==> src/rtl/spi_contactor_ctrl.sv <==
// SPI command engine and register bank for contactor pairs, PG shutdowns and global shutdown.
// Supervises contactor feedback per channel, latches thermal faults and forces contactors open.
module spi_contactor_ctrl #(
  parameter int WORD_LEN          = 8,
  parameter int NUM_CONTACTORS    = 4,
  parameter int FB_TIMEOUT_CYCLES = 1000
) (
  input  logic                        clk,
  input  logic                        rst,
  input  logic                        cs_active,
  input  logic                        rx_valid,
  input  logic [WORD_LEN-1:0]         rx_data,
  output logic [WORD_LEN-1:0]         tx_data,
  output logic                        tx_valid,
  input  logic [2*NUM_CONTACTORS-1:0] contactor_fb,
  input  logic [1:0]                  thermal_in,
  output logic [2*NUM_CONTACTORS-1:0] contactor_out,
  output logic [1:0]                  pg_shutdown,
  output logic                        shutdown_active,
  output logic                        fault_irq,
  output logic [WORD_LEN-1:0]         status_o
);
  localparam int            PW      = 2 * NUM_CONTACTORS;
  localparam int            CW      = $clog2(FB_TIMEOUT_CYCLES + 1);
  localparam logic [CW-1:0] CNT_MAX = CW'(FB_TIMEOUT_CYCLES);

  localparam logic [WORD_LEN-1:0] CMD_RD_CONTACTOR = WORD_LEN'(8'h01);
  localparam logic [WORD_LEN-1:0] CMD_RD_FEEDBACK  = WORD_LEN'(8'h02);
  localparam logic [WORD_LEN-1:0] CMD_RD_STATUS    = WORD_LEN'(8'h03);
  localparam logic [WORD_LEN-1:0] CMD_RD_SHUTDOWN  = WORD_LEN'(8'h04);
  localparam logic [WORD_LEN-1:0] CMD_WR_CONTACTOR = WORD_LEN'(8'h81);
  localparam logic [WORD_LEN-1:0] CMD_WR_CONTROL   = WORD_LEN'(8'h82);
  localparam logic [WORD_LEN-1:0] CMD_WR_SHUTDOWN  = WORD_LEN'(8'h83);
  localparam logic [WORD_LEN-1:0] CMD_WR_PG        = WORD_LEN'(8'h84);

  typedef enum logic {IDLE, ARG} state_t;

  state_t              state;
  logic [WORD_LEN-1:0] cmd_q;
  logic [PW-1:0]       cmd_reg;
  logic [PW-1:0]       fb_meta;
  logic [PW-1:0]       fb_sync;
  logic                shutdown_req;
  logic                timeout_err;
  logic                invalid_req;
  logic [1:0]          thermal_latch;
  logic [CW-1:0]       fb_cnt [NUM_CONTACTORS];

  logic [WORD_LEN-3:0] arg_idx;
  logic                idx_ok;
  logic                exec;
  logic                cmd_known;
  logic                cmd_indexed;
  logic                inv_set;
  logic                clr_err;
  logic                timeout_hit;
  logic                force_off;
  logic [1:0]          sel_cmd;
  logic [1:0]          sel_fb;
  logic [WORD_LEN-1:0] status_w;

  assign arg_idx   = rx_data[WORD_LEN-1:2];
  // One spare bit keeps the compare exact when NUM_CONTACTORS fills the whole index range.
  assign idx_ok    = {1'b0, arg_idx} < (WORD_LEN-1)'(NUM_CONTACTORS);
  assign exec      = cs_active && rx_valid && (state == ARG);
  assign inv_set   = exec && (!cmd_known || (cmd_indexed && !idx_ok));
  assign clr_err   = exec && (cmd_q == CMD_WR_CONTROL) && rx_data[1];
  assign force_off = shutdown_req | (|thermal_latch) | timeout_err;
  assign fault_irq = timeout_err | invalid_req | (|thermal_latch);

  // NOTE: every variable gets a default at the top of always_comb so no path infers a latch.
  always_comb begin
    cmd_known   = 1'b1;
    cmd_indexed = 1'b0;
    case (cmd_q)
      CMD_RD_CONTACTOR, CMD_RD_FEEDBACK, CMD_WR_CONTACTOR: cmd_indexed = 1'b1;
      CMD_RD_STATUS, CMD_RD_SHUTDOWN, CMD_WR_CONTROL,
      CMD_WR_SHUTDOWN, CMD_WR_PG:                          cmd_known   = 1'b1;
      default:                                             cmd_known   = 1'b0;
    endcase
  end

  always_comb begin
    sel_cmd     = '0;
    sel_fb      = '0;
    timeout_hit = 1'b0;
    for (int i = 0; i < NUM_CONTACTORS; i++) begin
      if (arg_idx == (WORD_LEN-2)'(i)) begin
        sel_cmd = cmd_reg[2*i +: 2];
        sel_fb  = fb_sync[2*i +: 2];
      end
      if (fb_cnt[i] == CNT_MAX) timeout_hit = 1'b1;
    end
  end

  always_comb begin
    status_w                        = '0;
    status_w[WORD_LEN-1]            = timeout_err;
    status_w[WORD_LEN-2]            = invalid_req;
    status_w[WORD_LEN-3:WORD_LEN-4] = thermal_latch;
  end

  // Command FSM, register bank and sticky errors; a raised error wins over clear_errors.
  // NOTE: sequential state uses non-blocking assignments so all flops see pre-edge values.
  always_ff @(posedge clk or posedge rst) begin
    if (rst) begin
      state         <= IDLE;
      cmd_q         <= '0;
      cmd_reg       <= '0;
      pg_shutdown   <= '0;
      shutdown_req  <= 1'b0;
      tx_data       <= '0;
      tx_valid      <= 1'b0;
      invalid_req   <= 1'b0;
      thermal_latch <= '0;
      timeout_err   <= 1'b0;
    end else begin
      tx_valid      <= 1'b0;
      thermal_latch <= (thermal_latch & ~{2{clr_err}}) | thermal_in;
      timeout_err   <= (timeout_err & ~clr_err) | timeout_hit;
      invalid_req   <= (invalid_req & ~clr_err) | inv_set;
      if (!cs_active) begin
        state <= IDLE;
      end else if (rx_valid) begin
        case (state)
          IDLE: begin
            cmd_q <= rx_data;
            state <= ARG;
          end
          ARG: begin
            state <= IDLE;
            case (cmd_q)
              CMD_RD_CONTACTOR: begin
                tx_valid <= 1'b1;
                tx_data  <= idx_ok ? {{(WORD_LEN-2){1'b0}}, sel_cmd} : '0;
              end
              CMD_RD_FEEDBACK: begin
                tx_valid <= 1'b1;
                tx_data  <= idx_ok ? {{(WORD_LEN-2){1'b0}}, sel_fb} : '0;
              end
              CMD_RD_STATUS: begin
                tx_valid <= 1'b1;
                tx_data  <= status_w;
              end
              CMD_RD_SHUTDOWN: begin
                tx_valid <= 1'b1;
                tx_data  <= {{(WORD_LEN-3){1'b0}}, pg_shutdown, shutdown_req};
              end
              CMD_WR_CONTACTOR: begin
                for (int i = 0; i < NUM_CONTACTORS; i++)
                  if (idx_ok && arg_idx == (WORD_LEN-2)'(i)) cmd_reg[2*i +: 2] <= rx_data[1:0];
              end
              CMD_WR_CONTROL: begin
                if (rx_data[0]) begin
                  cmd_reg      <= '0;
                  pg_shutdown  <= '0;
                  shutdown_req <= 1'b0;
                end
              end
              CMD_WR_SHUTDOWN: shutdown_req <= rx_data[0];
              CMD_WR_PG:       pg_shutdown  <= rx_data[1:0];
              default:         ;
            endcase
          end
        endcase
      end
    end
  end

  // Feedback synchroniser, mismatch timers and the forced-off output stage.
  // NOTE: the per-channel counter array is reset like ordinary flops so no stale count can
  // raise a timeout straight after reset.
  always_ff @(posedge clk or posedge rst) begin
    if (rst) begin
      fb_meta         <= '0;
      fb_sync         <= '0;
      contactor_out   <= '0;
      shutdown_active <= 1'b0;
      status_o        <= '0;
      for (int i = 0; i < NUM_CONTACTORS; i++) fb_cnt[i] <= '0;
    end else begin
      fb_meta         <= contactor_fb;
      fb_sync         <= fb_meta;
      contactor_out   <= cmd_reg & ~{PW{force_off}};
      shutdown_active <= force_off;
      status_o        <= status_w;
      for (int i = 0; i < NUM_CONTACTORS; i++) begin
        if (contactor_out[2*i +: 2] == fb_sync[2*i +: 2]) fb_cnt[i] <= '0;
        else if (fb_cnt[i] != CNT_MAX)                    fb_cnt[i] <= fb_cnt[i] + CW'(1);
      end
    end
  end
endmodule

==> config.mk <==
export PLATFORM = sky130hd
export DESIGN_NAME = spi_contactor_ctrl
export DESIGN_NICKNAME = d
export VERILOG_FILES = /design/src/rtl/spi_contactor_ctrl.sv
export SDC_FILE = /design/constraint.sdc
export NUM_CORES = 1
export LEC_CHECK = 0
export BUFFER_PORTS_ARGS = -buffer_cell sky130_fd_sc_hd__buf_2
export CAP_MARGIN = 30
export CORE_UTILIZATION = 63
export CTS_CLUSTER_SIZE = 16
export DETAILED_ROUTE_END_ITERATION = 16
export GPL_TIMING_DRIVEN = 0
export PLACE_DENSITY = 0.85
export SETUP_SLACK_MARGIN = 0.3
export SLEW_MARGIN = 40
export SYNTH_ARGS = -nofsm -noshare
export SYNTH_HDL_FRONTEND = slang
export SYNTH_SLANG_ARGS = --single-unit
==> constraint.sdc <==
create_clock -name clk -period 7.6 [get_ports clk]
set_clock_uncertainty 0.2 [all_clocks]
set_input_delay 1.14 -clock clk [delete_from_list [all_inputs] [get_ports clk]]
set_output_delay 1.14 -clock clk [all_outputs]
set_load 0.01 [all_outputs]
# Word-level counts from Yosys, hierarchy flattened

Cells that the tools add are included.

Mux-type cells: 42
Order comparisons: 1
Eq/ne operators: 29
Reduce and logical (&&, ||, !) cells: 34
Add/sub/neg operators: 4
Bitwise gates (word level): 15

Operator list:

| operator                                      | number |
|---|---|
| two-way mux 10 bit                            | 8 |
| adder 10 x 1 -> 10 bit, second input constant | 4 |
| == test 10 bit, second input constant         | 4 |
| != test 10 bit, second input constant         | 4 |
| == test 8 bit, second input constant          | 4 |
| case mux 8 bit (4 select lines)               | 1 |
| two-way mux 2 bit                             | 15 |
| AND reduction 6 bit                           | 4 |
| == test 8 x 2 -> 1 bit, second input constant | 2 |
| case mux 8 bit (2 select lines)               | 1 |
| nonzero test 2 bit                            | 7 |
| two-way mux 1 bit                             | 13 |
| == test 6 x 2 -> 1 bit, second input constant | 2 |
| logical AND 1 bit                             | 10 |
| != test 2 bit, second input constant          | 5 |
| AND reduction 5 bit                           | 2 |
| AND 8 bit                                     | 1 |
| == test 2 bit                                 | 4 |
| == test 8 x 1 -> 1 bit, second input constant | 1 |
| == test 8 x 3 -> 1 bit, second input constant | 1 |
| two-way mux 8 bit                             | 1 |
| inverter 8 bit                                | 1 |
| OR reduction 8 bit                            | 1 |
| == test 6 x 1 -> 1 bit, second input constant | 1 |
| 19 further kinds                              | 28 |

Register bits after elaboration: 102
Logic and storage cells: 147
Input bits: 22

# Logic depth before layout (Yosys ltp)

Gate-level depths: netlist of the first run.

Word-level depth: 7
Gate-level depth with buffers: 7
Gate-level depth less buffers: 6

# Worst setup path after synthesis of the first run

Ideal clock, no wire load.

Path type: input-to-reg
From: in rx_data[2]
To: reg tx_data[0]
Data required time: 7272 ps
Stages on the path: 5
Setup time: 128 ps
Path buffers: 1
Setup slack: 5012 ps
Arrival: 2260 ps
Cell sequence: buf_2 > mux4_2 > a32o_1 > mux2i_1 > o21ai_0

Longest elaborated chain between the ends: 7
Elaborated cells between the ends (all ways): 16
Classes of those cells: order compare (1); eq/ne (3); mux (11); reduce/logical (1)

RTL lines:

| item                                 | RTL line | text |
|---|---|---|
| from (decl)                          | 12       | `input logic [WORD_LEN-1:0] rx_data,` |
| zero test 6 bit                      | 88       | `if (arg_idx == (WORD_LEN-2)'(i)) begin` |
| two-way mux 2 bit (4 in series)      | 88       |  |
| two-way mux 2 bit (on tied branches) | 139, 135 |  |
| case mux 8 bit (4 select lines) (*)  | 132      | `case (cmd_q)` |
| to (signal assigned)                 | 135      | `tx_data <= idx_ok ? {{(WORD_LEN-2){1'b0}}, sel_cmd} : '0;` |
| to (signal assigned)                 | 139      | `tx_data <= idx_ok ? {{(WORD_LEN-2){1'b0}}, sel_fb} : '0;` |
| to (signal assigned)                 | 143      | `tx_data <= status_w;` |
| to (decl)                            | 13       | `output logic [WORD_LEN-1:0] tx_data,` |

Every way passes the cells marked *; elsewhere a longest branch is shown, timed or not. The select of a mux whose other input is x is not followed.
A chain may end at the register's enable or synchronous reset.

# Worst setup path after layout of the first run

From: reg timeout_err
To: out fault_irq

Longest elaborated chain between the ends: 2

RTL lines:

| item                   | RTL line | text |
|---|---|---|
| from (decl)            | 44       | `logic timeout_err;` |
| from (signal assigned) | 120      | `timeout_err <= (timeout_err & ~clr_err) \| timeout_hit;` |
| OR 1 bit (2 in series) | 69       | `assign fault_irq = timeout_err \| invalid_req \| (\|thermal_latch);` |
| to (decl)              | 20       | `output logic fault_irq,` |

Every way passes these cells.

==> summary.txt, run 1 <==
Setup path
  • Delay of the slowest critical-path stage: 0.55 ns
  • Setup CP Type: flop to primary output
  • Worst flop-to-flop path startpoint: cmd_q[5]$_DFFE_PP0P_
  • Worst setup SP type: flop
  • Crit. End Element: primary output
  • Worst-path fanout max: 5
  • Slowest cell on the critical path: or4_1
  • Data arrival, critical path: 1.51 ns
  • CP delay by family, top: simple AND/OR/NAND/NOR gates
  • Worst EP required: 6.26 ns
  • Critical path depth: 2
  • Reg2Reg Depth: 5
  • RR Endpoint: cmd_reg[4]$_DFFE_PP0P_
  • R2R setup slack: 5.37 ns
  • Worst path bufs/invs: 1
  • Worst path cell trace: or4_1, buf_2

Final layout
  • P&R area growth vs syn: 12.56%
  • NumNets Final: 497
  • Share of layout cells above drive strength 1: 20.59%
  • FILL cells: 467
  • Largest Register: fb_cnt
  • Diode count: 0
  • Non-Filler Instances: 567
  • Largest register FFs: 40

Clock network
  • Clk pin slew, worst setup/hold paths: 0.09 ns
  • CTS buffer count: 9
  • Htree depth: 3
  • Clock latency on the worst-skew pair: 0.37 ns
  • Root buf cell: clkbuf_8
  • Post-CTS setup buffers: 0
  • Clk buf depth: 2
  • CTS tree: done
  • Cts hold-fix bufs: 0
  • # resized after CTS: 0
  • Clk sink count: 101

Timing
  • WHS: 0.1619 ns
  • Post-layout min period: 2.848 ns
  • RSZ-0062 raised after global routing: no
  • Fmax achieved: 0.3511 GHz
  • Max Slew Vio Count: 0
  • Worst rel slew slack: 46.89%
  • Fin crit share: 37.48%
  • Worst Tran Pin Value: 0.7901 ns
  • Final setup violation count: 0
  • Final Hold Violating Endpoints: 0
  • Setup tns final: 0 ns

Logic synthesis
  • Seq/Total Area, Yosys: 54.55%
  • Top cell type's share of synthesized area: 54.55%
  • Yosys reg bits: 101
  • Synth Warn #: 0
  • Mapped Cells: 409
  • Leading area contributor after synthesis: dfrtp_1
  • Prevailing post-synth register cell: dfrtp_1
  • Synth async-reset ratio: 100.0%
  • Syn Std Cell Area: 4633 µm²
  • Mapped Avg Cell Area: 11.33 µm²
  • Dominant cells by area after synthesis: dfrtp_1, xor2_1, nor2_1
  • Post-synth EDFFs: 0
  • Synth unique cells: 53

Routing
  • Average wire per standard cell: 16.16 µm
  • Final WL: 9164 µm
  • Post-DRT Antenna Nets: 0
  • Number of detailed-route iterations in the first pass: 4
  • Via density: 5.901
  • DRC: 0
  • Initial drt markers: 210
  • Vias: 3346

Floorplan
  • I/O pin count: 51
  • Die Span Y: 87.76 µm
  • Die width: 87.76 µm
  • Core area: 6944 µm²
  • Site row count: 30
  • DIE AREA: 7701 µm²
  • Initial core utilization: 66.72%

Power
  • Maximum vdd ir drop: 166.3 µV
  • Total power draw: 1.157 mW
  • LEAKAGE: 2.435 nW
  • PwrDens: 221.9 nW/µm²

Global route
  • GRT Util Overall: 26.46%
  • Vias in the first global route: 3236
  • Grt ovf: 0
  • Initial antenna violation count: 0
  • Pin count of the biggest net entering global routing: 65
  • Global-route wire length before repair: 15370 µm

Placed design
  • Buffers on Ports: 42
  • Post-DP HPWL: 6624 µm
  • GPL Wtd Cong: 0.9319
  • Dpl cells: 552

Min path
  • Worst hold path class: flop to flop
  • Hold Crit Endpoint: fb_sync[5]$_DFF_PP0_
  • Hold Crit Start: fb_meta[5]$_DFF_PP0_
  • Hold depth: 0

Flow run
  • Max-cap violations: 0

Run status
  • Outcome: finished, final reports clean
[synthesized netlist by cell type (4+ instances only)]
library cell	count
nand3_1	19
ha_1	8
mux2i_1	9
a22o_1	4
mux2_2	13
o21ai_0	14
or3_1	4
buf_2	4
a21oi_1	7
buf_4	6
nand2_1	19
nor3_1	13
and2_1	8
mux4_2	4
nor2_1	43
nand4_1	11
dfrtp_1	101
and4_1	4
nand2b_1	4
inv_1	18
and3_1	5
xor2_1	28
xnor2_1	9
a31oi_1	6
[layer usage]
layer / wire length (µm) / GRT usage [%] / share of wire, % / up-vias
met2: 4396 / 40.73 / 48 / 135
met4: 202 / 9.687 / 2.2 / 0
met1: 4012 / 37.90 / 44 / 1625
met3: 552 / 4.995 / 6.0 / 22
li1: - / - / - / 1564
met5: 0 / 0 / 0 / -
[where the power goes]
group | internal, mW | switching (mW)
sequential | 0.585 | 0.0646
combinational | 0.0771 | 0.0886
clock | 0.155 | 0.187
total | 0.817 | 0.340
[through the flow]
step,util (%),instance area (µm²),worst slack (ns)
floorplan,-,4648,3.613
global placement,71.69,4979,2.661
detailed placement,72.29,5020,4.638
CTS,75.10,5215,4.744
global route,75.10,5215,4.694
finish,75.10,5215,4.752
[cells in the final DEF, fill, tap and decap left out, drive strengths merged, types with 2 or more instances in the layout]
master   instances
nand3           19
clkbuf          12
xor2            28
nand4           11
a21oi            7
mux4             4
and4             4
mux2            13
a32o             3
conb             5
a31oi            6
ha               8
nor4             3
nand4bb          2
nor2b            2
a21o             2
or3              4
nand2           19
nor3            13
nand4b           3
buf             53
nand3b           3
nand2b           4
and3             8
xnor2            9
and2             8
or4              4
nor4b            3
mux2i            9
a22o             4
nor2            43
dfrtp          101
inv             21
o21ai           18
[cell families after synthesis]
family	count (synthesis)	share of synthesized area, %
simple gates	156	19.09
flops	101	54.55
xor+xnor	37	6.995
compound gates	49	6.968
fa+ha+maj	8	2.160
buf+inv	31	3.105
other cells	1	0.08094
mux	26	7.048
[area by class of cell]
cell class / count / area, µm² / share of cell area (%)
well taps: 96 / 120.1 / 2.303
repair buffers: 43 / 237.7 / 4.559
clock buffers: 9 / 123.9 / 2.375
plain buffers: 13 / 76.32 / 1.464
clock inverters: 6 / 71.32 / 1.368
flip-flops and latches: 101 / 2527 / 48.46
inverters: 18 / 75.07 / 1.440
multi-input cells: 281 / 1983 / 38.03
[worst max path at each step]
| stage | startpoint | to | slack (ns) |
|---|---|---|---|
| floorplan | rst | cmd_q[0]$_DFFE_PP0P_ | 3.61 |
| global placement | rst | tx_valid$_DFF_PP0_ | 2.66 |
| detailed placement | rx_data[7] | invalid_req$_DFF_PP0_ | 4.64 |
| CTS | timeout_err$_DFF_PP0_ | fault_irq | 4.74 |
| global route | timeout_err$_DFF_PP0_ | fault_irq | 4.69 |
| finish | timeout_err$_DFF_PP0_ | fault_irq | 4.75 |
Note: power is estimated with default switching activity, not from simulation.
==> run 2, diff against run 1 <==
--- a/config.mk
+++ b/config.mk
@@ -7,11 +7,11 @@
 export LEC_CHECK = 0
 export BUFFER_PORTS_ARGS = -buffer_cell sky130_fd_sc_hd__buf_2
 export CAP_MARGIN = 30
-export CORE_UTILIZATION = 63
+export CORE_UTILIZATION = 53
 export CTS_CLUSTER_SIZE = 16
 export DETAILED_ROUTE_END_ITERATION = 16
 export GPL_TIMING_DRIVEN = 0
-export PLACE_DENSITY = 0.85
+export PLACE_DENSITY = 0.76
 export SETUP_SLACK_MARGIN = 0.3
 export SLEW_MARGIN = 40
 export SYNTH_ARGS = -nofsm -noshare
==> constraint.sdc (replaced) <==
create_clock -name clk -period 2.4 [get_ports clk]
set_clock_uncertainty 0.2 [all_clocks]
set_input_delay 0.36 -clock clk [delete_from_list [all_inputs] [get_ports clk]]
set_output_delay 0.36 -clock clk [all_outputs]
set_load 0.01 [all_outputs]
==> run 2 against run 1 <==
- first-iteration DRC count shrank 23%
- clock power grew to 2.9 times the previous value
- register-to-register slack lost 5.0 ns
- die area grew 18%
- setup slack lost 4.4 ns
- total power grew to 3.1 times the previous value
- critical endpoint unchanged
- largest cell class unchanged
==> summary.txt, run 2 (synthesis gave the netlist of run 1 again) <==
Power
  • Maximum vdd ir drop: 386.6 µV (+130%)
  • Total power draw: 3.593 mW (+210%)
  • Logic pwr share: 15.6% (+1.3 points)
  • P_sw: 1.052 mW (+210%)
  • PwrDens: 662.6 nW/µm² (+200%)
  • Share of total power in the clock network: 27.4% (-2.1 points)
  • LEAKAGE: 2.509 nW (+3.0%)
  • Share of power burned in registers: 57.0% (+0.8 points)
  • Int Power: 2.541 mW (+210%)
  • Sw frac: 29.28% (-0.10 points)

Final layout
  • FILL cells: 643 (+38%)
  • Commonest non-fill, non-tap cells in the layout: dfrtp_1, buf_2, nor2_1
  • Share of layout cells above drive strength 1: 21.84% (+1.2 points)
  • Commonest non-fill, non-tap cell in the layout: dfrtp_1
  • Diode count: 0 (unchanged)
  • Largest register FFs: 40 (unchanged)
  • NumNets Final: 515 (+3.6%)
  • Largest Register: fb_cnt
  • Design Area, Final: 5423 µm² (+4.0%)
  • P&R area growth vs syn: 17.04%

Timing
  • Fmax achieved: 0.4846 GHz
  • Max Slew Vio Count: 0 (unchanged)
  • RSZ-0062 raised after global routing: yes
  • Setup tns final: 0 ns (unchanged)
  • Final Hold Violating Endpoints: 0 (unchanged)
  • WHS: 0.05561 ns (-0.1062 ns)
  • Post-layout min period: 2.064 ns
  • Worst rel slew slack: 49.25% (+2.4 points)
  • Fin crit share: 85.98%
  • Worst Tran Pin Value: 0.7550 ns (-0.03510 ns)
  • Final setup violation count: 0 (unchanged)

Floorplan
  • Initial core utilization: 55.55% (-11 points)
  • Core area: 8341 µm² (+20%)
  • I/O pin count: 51 (unchanged)
  • Die width: 95.50 µm (+8.8%)
  • DIE AREA: 9119 µm² (+18%)
  • Die Span Y: 95.50 µm (+8.8%)
  • Site row count: 33 (+10%)

Setup path
  • R2R setup slack: 0.38 ns (-4.99 ns)
  • Data arrival, critical path: 1.50 ns (about the same)
  • Worst setup SP type: flop
  • Slowest cell on the critical path: or4_1
  • Delay of the slowest critical-path stage: 0.53 ns (-0.02 ns)
  • Worst flop-to-flop path startpoint: cmd_q[5]$_DFFE_PP0P_
  • Crit. End Element: primary output
  • RR Endpoint: cmd_reg[1]$_DFFE_PP0P_
  • Worst-path fanout max: 5 (unchanged)
  • Worst path cell trace: or4_1, buf_2
  • Setup CP Type: flop to primary output
  • Worst EP required: 1.84 ns (-4.42 ns)
  • Reg2Reg Depth: 4 (-1)

Routing
  • Initial drt markers: 161 (-23%)
  • Post-DRT Antenna Nets: 0 (unchanged)
  • Number of detailed-route iterations in the first pass: 5 (+1)
  • Final WL: 8910 µm (-2.8%)
  • Vias: 3353 (+0.21%)
  • Via density: 5.635 (-4.5%)
  • DRC: 0 (unchanged)
  • Average wire per standard cell: 14.97 µm (-7.3%)

Flow run
  • Max-cap violations: 0 (unchanged)

Global route
  • Pin count of the biggest net entering global routing: 28 (-57%)
  • Global-route wire length before repair: 15340 µm (-0.18%)
  • Initial antenna violation count: 0 (unchanged)
  • GRT Util Overall: 22.24% (-4.2 points)
  • Grt ovf: 0 (unchanged)
  • Vias in the first global route: 3198 (-1.2%)

Clock network
  • CTS tree: done
  • Root buf cell: clkbuf_8
  • Htree depth: 3 (unchanged)
  • Clk buf depth: 2 (unchanged)
  • Clk pin slew, worst setup/hold paths: 0.09 ns (about the same)
  • Clock latency on the worst-skew pair: 0.37 ns (about the same)
  • Clk sink count: 101 (unchanged)
  • CTS buffer count: 9 (unchanged)

Min path
  • Hold Crit Start: cs_active
  • Worst hold path class: input port to flop
  • Hold depth: 2 (+2)
  • Hold Crit Endpoint: state$_DFFE_PP0P_

Placed design
  • Total placed instance area: 5095 µm² (+1.5%)
  • Post-DP HPWL: 6389 µm (-3.5%)
  • GPL Wtd Cong: 0.8698 (-6.7%)
  • Buffers on Ports: 42 (unchanged)

Run status
  • Outcome: finished, final reports clean
==> run 2: how the worst max path moves through the flow <==
stage / end / startpoint / depth (start not counted) / slack, ns
after floorplan: cmd_reg[2]$_DFFE_PP0P_ / cmd_q[5]$_DFFE_PP0P_ / 5 / 0.45
after detailed placement: invalid_req$_DFF_PP0_ / rx_data[7] / 5 / 0.20
after CTS: fault_irq / timeout_err$_DFF_PP0_ / 2 / 0.31
after global placement: tx_valid$_DFF_PP0_ / rst / 2 / 0.03
final: fault_irq / timeout_err$_DFF_PP0_ / 2 / 0.34
after global routing: cmd_reg[4]$_DFFE_PP0P_ / cmd_q[5]$_DFFE_PP0P_ / 5 / 0.27
==> run 2: power by group through the flow <==
stage               clock network [mW]  logic (mW)  registers (mW)
finish                           0.984       0.559            2.05
detailed placement                   0       0.535            2.07
floorplan                            0       0.394            2.04
global route                      1.07       0.629            2.08
CTS                               1.02       0.563            2.04
global placement                     0       0.487            2.07
==> run 2: what timing repair did <==
action / 4_1_cts / 5_1_grt
hold buffers: 11 / 0
endpoints found under the setup margin: 6 / 10
pin swaps: 1 / 2
gates resized for setup: 0 / 4
buffers inserted: 2 / 2
hold endpoints to repair: 22 / 0
==> run 2: critical path: cells and delay by family (launching register included) <==
kind | cells | cell delay (ns)
buffers and inverters | 1 | 0.16
flip-flops | 1 | 0.45
AND/OR/NAND/NOR | 1 | 0.53
==> run 2: layout make-up <==
type	instances	area (µm²)	area share, %
sequential	101	2531	46.68
multi-input combinational	281	1989	36.69
timing repair buffer	61	445.4	8.214
clock buffer	12	145.1	2.677
tap	105	131.4	2.423
buffer	13	76.32	1.407
inverter	18	71.32	1.315
clock inverter	4	32.53	0.5999
==> run 2: metal layers <==
layer / global-route usage, % / part of all wire, %
met1: 30.82 / 45
met2: 35.30 / 49
met3: 3.828 / 3.7
met4: 8.333 / 2.6
met5: 0 / 0
==> run 2: per-stage QoR <==
step                worst slack (ns)  util, %  instances
floorplan                     0.4540        -        413
global placement             0.03406    59.87        560
finish                        0.3365    65.02        595
CTS                           0.3107    64.72        593
detailed placement            0.2032    61.09        564
global route                  0.2663    65.02        595
==> run 3, diff against run 2 <==
--- a/config.mk
+++ b/config.mk
@@ -7,11 +7,11 @@
 export LEC_CHECK = 0
 export BUFFER_PORTS_ARGS = -buffer_cell sky130_fd_sc_hd__buf_2
 export CAP_MARGIN = 30
-export CORE_UTILIZATION = 53
+export CORE_UTILIZATION = 58
 export CTS_CLUSTER_SIZE = 16
 export DETAILED_ROUTE_END_ITERATION = 16
 export GPL_TIMING_DRIVEN = 0
-export PLACE_DENSITY = 0.76
+export PLACE_DENSITY = 0.79
 export SETUP_SLACK_MARGIN = 0.3
 export SLEW_MARGIN = 40
 export SYNTH_ARGS = -nofsm -noshare
==> constraint.sdc (replaced) <==
create_clock -name clk -period 2.1 [get_ports clk]
set_clock_uncertainty 0.2 [all_clocks]
set_input_delay 0.315 -clock clk [delete_from_list [all_inputs] [get_ports clk]]
set_output_delay 0.315 -clock clk [all_outputs]
set_load 0.01 [all_outputs]
==> run 3 against run 2 <==
- via count is 5.6% higher
- highest routed layer unchanged
- utilization grew 10 points
- wire length rose by 17%
- largest cell class unchanged
==> summary.txt, run 3 (synthesis gave the netlist of run 1 again) <==
Setup path
  • Worst path cell trace: nor4b_4, buf_6, and3_4, buf_6, mux2_2, a31oi_1
  • Worst setup SP type: flop
  • CP delay by family, top: simple AND/OR/NAND/NOR gates
  • Most frequent CP cell: buf_6
  • Crit. End Element: flop
  • Slowest cell on the critical path: dfrtp_2
  • Setup CP Type: flop to flop
  • Worst path bufs/invs: 2 (+1)
  • Delay of the slowest critical-path stage: 0.45 ns (-0.08 ns)
  • Data arrival, critical path: 2.06 ns (+0.56 ns)
  • Worst EP required: 2.18 ns (+0.34 ns)
  • Worst-path fanout max: 6 (+1)

Floorplan
  • Die width: 91.38 µm (-4.3%)
  • DIE AREA: 8349 µm² (-8.4%)
  • Core area: 7727 µm² (-7.4%)
  • Die Span Y: 91.38 µm (-4.3%)
  • Initial core utilization: 59.96% (+4.4 points)
  • I/O pin count: 51 (unchanged)
  • Site row count: 32 (-3.0%)

Flow run
  • Max-cap violations: 0 (unchanged)

Final layout
  • Largest register FFs: 40 (unchanged)
  • Design Area, Final: 5814 µm² (+7.2%)
  • NumNets Final: 536 (+4.1%)
  • Commonest non-fill, non-tap cell in the layout: dfrtp_1
  • Share of layout cells above drive strength 1: 31.31% (+9.5 points)
  • Post-layout util: 75.24% (+10 points)
  • P&R area growth vs syn: 25.49%
  • FILL cells: 494 (-23%)
  • Largest Register: fb_cnt
  • Commonest non-fill, non-tap cells in the layout: dfrtp_1, buf_2, nor2_1
  • Diode count: 0 (unchanged)

Routing
  • DRC: 0 (unchanged)
  • Vias: 3540 (+5.6%)
  • Post-DRT Antenna Nets: 0 (unchanged)
  • Average wire per standard cell: 16.99 µm (+13%)
  • Via density: 5.775 (+2.5%)
  • Initial drt markers: 137 (-15%)
  • Final WL: 10410 µm (+17%)
  • Number of detailed-route iterations in the first pass: 5 (unchanged)

Placed design
  • Total placed instance area: 5107 µm² (+0.25%)
  • Post-DP HPWL: 6615 µm (+3.5%)
  • Buffers on Ports: 42 (unchanged)
  • GPL Wtd Cong: 0.8794 (+1.1%)

Global route
  • Grt ovf: 0 (unchanged)
  • Pin count of the biggest net entering global routing: 27 (-3.6%)
  • Initial antenna violation count: 0 (unchanged)
  • Vias in the first global route: 3305 (+3.3%)
  • Global-route wire length before repair: 15970 µm (+4.1%)
  • GRT Util Overall: 24.78% (+2.5 points)

Timing
  • Fmax achieved: 0.5069 GHz
  • Fin crit share: 93.95%
  • Worst Tran Pin Value: 0.7776 ns (+0.02260 ns)
  • RSZ-0062 raised after global routing: yes
  • Post-layout min period: 1.973 ns
  • Final Hold Violating Endpoints: 0 (unchanged)
  • Final setup violation count: 0 (unchanged)
  • Max Slew Vio Count: 0 (unchanged)
  • Worst rel slew slack: 47.97% (-1.3 points)

Clock network
  • Clk pin slew, worst setup/hold paths: 0.10 ns (about the same)
  • Clk buf depth: 2 (unchanged)
  • CTS buffer count: 9 (unchanged)
  • Clk sink count: 101 (unchanged)
  • Htree depth: 3 (unchanged)
  • Clock latency on the worst-skew pair: 0.37 ns (about the same)
  • Root buf cell: clkbuf_8
  • CTS tree: done

Power
  • Total power draw: 4.467 mW (+24%)
  • LEAKAGE: 2.685 nW (+7.0%)
  • PwrDens: 768.3 nW/µm² (+16%)
  • Maximum vdd ir drop: 520.4 µV (+35%)

Min path
  • Worst hold path class: input port to flop

Run status
  • Outcome: finished, final reports clean
-- run 3: cell type report --
class | instances | area [µm²] | share of cell area [%]
well taps | 102 | 127.6 | 2.195
repair buffers | 82 | 618.1 | 10.63
multi-input cells | 281 | 2161 | 37.16
clock buffers | 10 | 137.6 | 2.367
plain buffers | 13 | 93.84 | 1.614
flip-flops and latches | 101 | 2535 | 43.60
inverters | 18 | 71.32 | 1.227
clock inverters | 6 | 70.07 | 1.205
-- run 3: worst paths after layout --
| path | cells past startpoint | slack [ns] | end | start |
|---|---|---|---|---|
| min reg2reg | 0 | 0.16 | fb_sync[3]$_DFF_PP0_ | fb_meta[3]$_DFF_PP0_ |
| min | 2 | 0.03 | cmd_q[7]$_DFFE_PP0P_ | rx_data[7] |
| max reg2reg | 6 | 0.13 | cmd_reg[2]$_DFFE_PP0P_ | cmd_q[5]$_DFFE_PP0P_ |
| min in group asynchronous | 3 | 0.29 | fb_meta[6]$_DFF_PP0_ | rst |
| max | 6 | 0.13 | cmd_reg[2]$_DFFE_PP0P_ | cmd_q[5]$_DFFE_PP0P_ |
| max in group asynchronous | 6 | 0.59 | thermal_latch[0]$_DFF_PP0_ | rst |
-- run 3: worst register-to-register path, cell delays in order (launching register included) --
cell     delay (ns)
dfrtp_2        0.45
nor4b_4        0.28
buf_6          0.16
and3_4         0.19
buf_6          0.11
mux2_2         0.33
a31oi_1        0.16
-- run 3: repair_timing --
item	in CTS	in global routing
setup buffers	14	11
endpoints found under the hold margin	26	0
setup endpoints to repair	29	30
hold buffers	11	0
pin swaps	7	14
gates resized for setup	12	43
-- run 3: routing by layer --
metal,part of all wire (%),vias up,GRT usage [%]
met3,4.6,24,6.030
li1,-,1627,-
met5,0,-,0
met1,42,1781,33.07
met4,2.4,0,8.730
met2,51,108,39.84
-- run 3: metrics by stage --
stage	TNS, ns	setup WS (ns)	instances	hold slack [ns]
global route	0	0.08796	613	0.009349
finish	0	0.1271	613	0.02892
detailed placement	-0.09657	-0.05547	561	0.1347
floorplan	0	0.1835	413	0.1312
CTS	0	0.1396	602	0.001277
global placement	-20.51	-0.2079	557	0.1335
-- run 3: where the power goes --
group	switching [mW]	internal [mW]	leakage, nW	total, mW
logic	0.424	0.410	1.32	0.834
registers	0.239	2.12	1.27	2.36
clock network	0.683	0.589	0.0951	1.27
